===== src/rtl/ofs_asp_irq_ctrl.sv =====
// ofs_asp_irq_ctrl: captures ASP IRQ edges into sticky pending bits, exposes MASK/STATUS/CLEAR/RAW CSRs,
// and forwards unmasked lines round-robin to the host-channel interrupt port with a ready/ack handshake.
module ofs_asp_irq_ctrl #(
  parameter int NUM_LINES = 4,
  parameter int NUM_USED = 3,
  parameter int MMIO_DATA_WIDTH = 64,
  parameter int CSR_ADDR_WIDTH = 5,
  parameter int ACK_TIMEOUT = 1023,
  localparam int ID_W = $clog2(NUM_LINES),
  localparam int TW = $clog2(ACK_TIMEOUT + 1)
) (
  input  logic                         clk,
  input  logic                         reset_n,
  input  logic [NUM_LINES-1:0]         irq_src,
  input  logic [CSR_ADDR_WIDTH-1:0]    csr_address,
  input  logic                         csr_read,
  input  logic                         csr_write,
  input  logic [MMIO_DATA_WIDTH-1:0]   csr_writedata,
  input  logic [MMIO_DATA_WIDTH/8-1:0] csr_byteenable,
  output logic [MMIO_DATA_WIDTH-1:0]   csr_readdata,
  output logic                         csr_readdatavalid,
  output logic                         csr_waitrequest,
  output logic                         irq_valid,
  output logic [ID_W-1:0]              irq_id,
  input  logic                         irq_ready,
  input  logic                         irq_ack,
  input  logic [ID_W-1:0]              irq_ack_id
);
  typedef enum logic [1:0] {IDLE, SEND, WAIT_ACK} state_t;
  localparam logic [NUM_LINES-1:0] USED = NUM_LINES'((1 << NUM_USED) - 1);
  state_t state, state_nxt;
  logic [NUM_LINES-1:0] pending, mask, sent, src_q, edges, clr, set, eligible, rd_val;
  logic [ID_W-1:0] rr_ptr, rr_nxt, pick, id_nxt;
  logic [TW-1:0] timer, timer_nxt;
  logic valid_nxt, wr_en, unused_ok;
  assign edges = irq_src & ~src_q & USED;
  assign wr_en = csr_write & csr_byteenable[0];
  assign clr = (wr_en && csr_address == CSR_ADDR_WIDTH'(16)) ? csr_writedata[NUM_LINES-1:0] & USED : '0;
  assign eligible = pending & mask & ~sent;
  assign csr_waitrequest = 1'b0;
  assign rd_val = csr_address == CSR_ADDR_WIDTH'(0)  ? pending :
                  csr_address == CSR_ADDR_WIDTH'(8)  ? mask :
                  csr_address == CSR_ADDR_WIDTH'(24) ? irq_src : '0;
  assign unused_ok = ^{csr_writedata[MMIO_DATA_WIDTH-1:NUM_LINES], csr_byteenable[MMIO_DATA_WIDTH/8-1:1]};
  // Scan downward so the lowest offset from rr_ptr is the final winner.
  always_comb begin
    pick = rr_ptr;
    for (int i = NUM_LINES - 1; i >= 0; i--)
      if (eligible[ID_W'((int'(rr_ptr) + i) % NUM_LINES)]) pick = ID_W'((int'(rr_ptr) + i) % NUM_LINES);
  end
  always_comb begin
    state_nxt = state;
    valid_nxt = irq_valid;
    id_nxt = irq_id;
    rr_nxt = rr_ptr;
    timer_nxt = timer;
    set = '0;
    case (state)
      IDLE: if (|eligible) begin
        state_nxt = SEND;
        valid_nxt = 1'b1;
        id_nxt = pick;
        rr_nxt = ID_W'((int'(pick) + 1) % NUM_LINES);
      end
      SEND: if (irq_ready) begin
        state_nxt = WAIT_ACK;
        valid_nxt = 1'b0;
        timer_nxt = '0;
      end
      WAIT_ACK: if (irq_ack && irq_ack_id == irq_id) begin
        set[irq_id] = 1'b1;
        state_nxt = IDLE;
      end else if (timer == TW'(ACK_TIMEOUT)) state_nxt = IDLE;
      else timer_nxt = timer + TW'(1);
      default: state_nxt = IDLE;
    endcase
  end
  always_ff @(posedge clk or negedge reset_n)
    if (!reset_n) state <= IDLE;
    else state <= state_nxt;
  always_ff @(posedge clk or negedge reset_n)
    if (!reset_n) begin
      pending <= '0;
      mask <= '0;
      sent <= '0;
      src_q <= '0;
      rr_ptr <= '0;
      timer <= '0;
      irq_valid <= 1'b0;
      irq_id <= '0;
      csr_readdata <= '0;
      csr_readdatavalid <= 1'b0;
    end else begin
      src_q <= irq_src;
      pending <= (pending & ~clr) | edges;
      sent <= (sent & ~clr) | set;
      if (wr_en && csr_address == CSR_ADDR_WIDTH'(8)) mask <= csr_writedata[NUM_LINES-1:0] & USED;
      rr_ptr <= rr_nxt;
      timer <= timer_nxt;
      irq_valid <= valid_nxt;
      irq_id <= id_nxt;
      csr_readdata <= csr_read ? MMIO_DATA_WIDTH'(rd_val) : '0;
      csr_readdatavalid <= csr_read;
    end
endmodule

===== config.mk =====
export PLATFORM = sky130hd
export DESIGN_NAME = ofs_asp_irq_ctrl
export DESIGN_NICKNAME = d
export VERILOG_FILES = /design/src/rtl/ofs_asp_irq_ctrl.sv
export SDC_FILE = /design/constraint.sdc
export NUM_CORES = 1
export LEC_CHECK = 0
export CAP_MARGIN = 10
export CORE_MARGIN = 8
export CORE_UTILIZATION = 31
export DETAILED_ROUTE_END_ITERATION = 12
export PLACE_DENSITY_LB_ADDON = 0.3
export SLEW_MARGIN = 20
export SYNTH_ARGS = -nofsm -noshare
export SYNTH_HDL_FRONTEND = slang
export SYNTH_SLANG_ARGS = --single-unit
export TNS_END_PERCENT = 10

===== constraint.sdc =====
create_clock -name clk -period 1.5 [get_ports clk]
set_input_delay 0.3 -clock clk [delete_from_list [all_inputs] [get_ports clk]]
set_output_delay 0.3 -clock clk [all_outputs]
set_load 0.01 [all_outputs]

After elaboration in Yosys (flattened, before gate mapping):

Cells that the tools add are included.

* $add $sub $neg: 5
* $lt $le $gt $ge: 6
* equal/unequal tests: 12
* multiplexer cells: 37
* bitwise operators: 11
* reduce and logical (&&, ||, !) cells: 13

Operator list (number)
* $mux W10: 3
* $mux W4: 6
* $pmux W10 S2: 1
* $lt A2 B4 Y1 const B: 4
* $mux W2: 8
* $and A4 B4 Y4: 3
* $mux W1: 11
* $add A10 B1 Y10 const B: 1
* $eq A10 B10 Y1 const B: 1
* $eq A5 B5 Y1 const B: 2
* $bmux W1 S2: 4
* $ne A2 B2 Y1 const B: 4
* $pmux W2 S3: 1
* $reduce_and A3 Y1: 2
* $eq A5 B4 Y1 const B: 1
* $logic_not A5 Y1: 1
* $add A2 B1 Y2 const B: 2
* $add A2 B2 Y2 const B: 2
* $and A4 B3 Y4: 1
* $logic_and A1 B1 Y1: 4
* $not A3 Y4: 1
* $not A4 Y4: 1
* $or A4 B3 Y4: 1
* $or A4 B4 Y4: 1
* other kinds (17): 18

* register bits after elaboration: 36
* bits of input ports: 89
* output and inout bits: 69
* logic and storage cells: 95

Longest topological paths before layout:

* word-level depth: 10
* depth in mapped cells: 6
* gate-level depth less buffers: 5

Worst setup path before layout:

Ideal clock, no wire load.

* path type: register to register
* from: register irq_id[0]
* to: register timer[8]
* setup time: 77 ps
* data arrival time: 1511 ps
* required time: 1423 ps
* setup slack: -89 ps
* cell stages (with the launch flop): 5
* buffers on the path: 0
* period minus slack after synthesis: 1589 ps
* cells stage by stage: dfrtp_1 -> xnor2_1 -> a41o_1 -> or4_1 -> a21oi_1

* word-level cells in the longest chain between the ends: 4

RTL lines
* from (decl): RTL line 24 `output logic [ID_W-1:0] irq_id,`
* from (signal assigned): RTL line 101 `irq_id <= id_nxt;`
* $eq A2 B2 Y1: RTL line 70 `WAIT_ACK: if (irq_ack && irq_ack_id == irq_id) begin`
* $logic_and A1 B1 Y1: RTL line 70
* $ne A2 B2 Y1 (no line)
* $reduce_and A4 Y1 (no line)
* to (signal assigned): RTL line 99 `timer <= timer_nxt;`
* to (decl): RTL line 34 `logic [TW-1:0] timer, timer_nxt;`

Every way passes these cells.
A chain may end at the register's enable or synchronous reset.

Final worst setup path:

* from: input port irq_ack_id[0]
* to: register timer[8]

* word-level cells in the longest chain between the ends: 4

RTL lines
* from (decl): RTL line 27 `input logic [ID_W-1:0] irq_ack_id`
* $eq A2 B2 Y1: RTL line 70
* $logic_and A1 B1 Y1: RTL line 70
* $ne A2 B2 Y1 (no line)
* $reduce_and A4 Y1 (no line)

Every way passes these cells.

==> reports/metrics.cfg <==
[drt]
vias=1655
highest_layer=met4
via_per_inst=4.425
drt_iter0_markers=71
drc=0
wl_met2_um=2413
routedLengthMet1_um=2300
drt-total-wl_um=5056
wl_per_cell_um=13.52
wl_met3_um=281
final_antenna_net_count=0
dr.pass1.iters=4

[synth]
synth-seq-cells=34
synth_edf_count=0
synth-async-reset-ratio_pct=100.0
syn_area_um2=2156
ys.flop_type=dfrtp_1
syn_inst=226
yosysUniqueCellTypes=47
ys_warn_count=0
syn_area_per_cell_um2=9.539
seq_area_frac_synth_pct=39.47

[grt]
grtUsageTotal_pct=9.822
grt_pass1_vias=1601
grt_pass1_wl_um=7817
grt_max_degree=35
grt_overflow=0
antenna_found_initial=0

[critical_path]
reg2reg_depth=6
reg2reg_from=timer[0]$_DFFE_PN0P_
r2r_slack_ns=-0.13
cp_cell_sequence=clkdlybuf4s50_1, xnor2_2, a41o_1, or4_1, a21oi_1
r2r_end=timer[8]$_DFFE_PN0P_
criticalPathCategory=in -> reg
cp.arrival_ns=1.84
crit_path_end=timer[8]$_DFFE_PN0P_
endpoint_kind=flop
cp_slowest_cell=or4_1
required_ns=1.71
critPathLaunch=irq_ack_id[0]
critPathLaunchType=primary input
cp_slowest_stage_delay_ns=0.50
cp_max_fo=5

[cts]
clock_latency_ns=0.28
cts.clk_slew.worst_paths_ns=0.07
cts_buffers=5
clk_path_buf_depth=2
cts_tree=done
h-tree-depth=2
clkSinkCount=34
cts-hold-fix-buffers=0
cts_root_buf=clkbuf_8

[min_path]
hold_class=in -> async

[sta]
layout_setup_ws_ns=-0.1312
drv_slew=0
fmax_mhz=613.0
rsz0062_at_grt=true
setup_viol=6
period_minus_slack_ns=1.631
finalHoldViolations=0
clock_skew_ns=0.003802
post-route-period-util_pct=108.7

[final_layout]
final_cell_mix=conb_1, buf_4, dfrtp_1
diodes=0
post-route-util_pct=41.28
synthToLayoutAreaGrowth_pct=29.37
drive_gt1_share_pct=24.83
fill_cells=686
nets=383
mostFrequentLayoutCell=conb_1

[floorplanning]
core-area_um2=6756
start_util_pct=31.91
die_h_um=99.39
ios=158
rows=30
die_area_um2=9878
die_w_um=99.39

[power_and_ir_drop]
power_frac_comb_pct=44.2
pwr-share-seq_pct=36.2
p_leak_nw=1.300
swShare_pct=35.55
power_density_nw_per_um2=1278
power_frac_clock_pct=19.5
power.switching_w=0.001268
power_w=0.003565
internal-power_w=0.002298
ir_drop_mv=0.4696

[place]
pre_cts_slack_ns=-0.5336
place_congestion=0.7767
io_buffers=28
hpwl_um=3885

[job]
drv_cap=0

[status]
outcome=complete, but fails checks
violations=negative setup slack

synth_stat cells (all sizes together) (3+ instances only):
cell	n	area share, %
mux2	4	2.1
nand3b	4	1.4
o31ai	3	1.3
a31oi	4	1.2
dfrtp	34	39
nor2	13	2.3
o21ai	7	1.6
nor3	4	0.93
a22o	3	1.2
nand2	20	3.5
nand3	5	1.2
clkbuf	3	0.52
mux2i	6	2.8
buf	62	22
a21oi	7	1.6
inv	10	1.7
state kept, by name (all words and copies together) (netlist names), 2 cells and up:
| name | flops |
|---|---|
| rr_ptr | 2 |
| mask | 3 |
| sent | 3 |
| csr_readdata | 4 |
| src_q | 3 |
| timer | 10 |
| state | 2 |
| irq_id | 2 |
| pending | 3 |
layer usage:
layer,GRT usage [%],vias to the layer above
met2,15.24,54
met1,12.49,793
li1,-,804
met5,0,-
met4,4.191,0
met3,2.654,4
cells by family after synthesis:
family | count (synthesis) | synth area share (%)
compound gates | 40 | 13.64
mux | 10 | 4.875
xor+xnor | 2 | 1.161
other cells | 1 | 0.1739
simple gates | 63 | 16.25
fa+ha+maj | 1 | 0.5803
buf+inv | 75 | 23.85
flops | 34 | 39.47
worst min-delay path by stage:
stage / slack, ns / endpoint / start / cells after the start
detailed placement: 0.48 / sent[1]$_DFF_PN0_ / sent[1]$_DFF_PN0_ / 1
CTS: 0.39 / rr_ptr[1]$_DFFE_PN0P_ / reset_n / 2
floorplan: 0.004 / csr_readdata[0]$_DFF_PN0_ / reset_n / 0
global placement: 0.47 / sent[1]$_DFF_PN0_ / sent[1]$_DFF_PN0_ / 1
finish: 0.39 / src_q[0]$_DFF_PN0_ / reset_n / 2
global route: 0.41 / src_q[0]$_DFF_PN0_ / reset_n / 2
through the flow:
stage / hold WS (ns) / TNS [ns] / instances / instance area [um2]
2_1_floorplan: 0.004409 / -0.08184 / 286 / 2406
3_3_place_gp: 0.4662 / -7.686 / 365 / 2592
3_5_place_dp: 0.4771 / -8.358 / 365 / 2592
4_1_cts: 0.3937 / -0.3701 / 373 / 2726
5_1_grt: 0.4068 / -1.107 / 374 / 2789
6_report: 0.3867 / -0.4730 / 374 / 2789
what timing repair did:
item	in CTS	in global routing
buffers inserted	0	1
gates resized for setup	17	11
endpoints found under the setup margin	22	20
pin swaps	6	4
power by group through the flow:
stage / logic [W] / registers [W] / clock network (W)
final: 0.00158 / 0.00129 / 0.000696
after global routing: 0.00172 / 0.00132 / 0.000772
after global placement: 0.00144 / 0.00128 / 0
after CTS: 0.00149 / 0.00129 / 0.000731
after detailed placement: 0.00146 / 0.00129 / 0
after floorplan: 0.000824 / 0.00134 / 0
worst max-delay path, delay by kind of cell:
family	cells	cell delay, ns
and+or+nand+nor	1	0.50
AOI/OAI and AO/OA	2	0.39
xor gates and xnor gates	1	0.19
buffers and inverters	1	0.46
cell type report:
cell class	count	area, um2	area share [%]
Clock buffer	7	86.33	3.096
Clock inverter	1	5.005	0.1795
Inverter	10	37.54	1.346
Multi-Input combinational cell	177	1137	40.78
Sequential cell	34	853.3	30.60
Tap cell	80	100.1	3.589
Timing Repair Buffer	65	569.3	20.41
(Power assumes the default switching activity.)
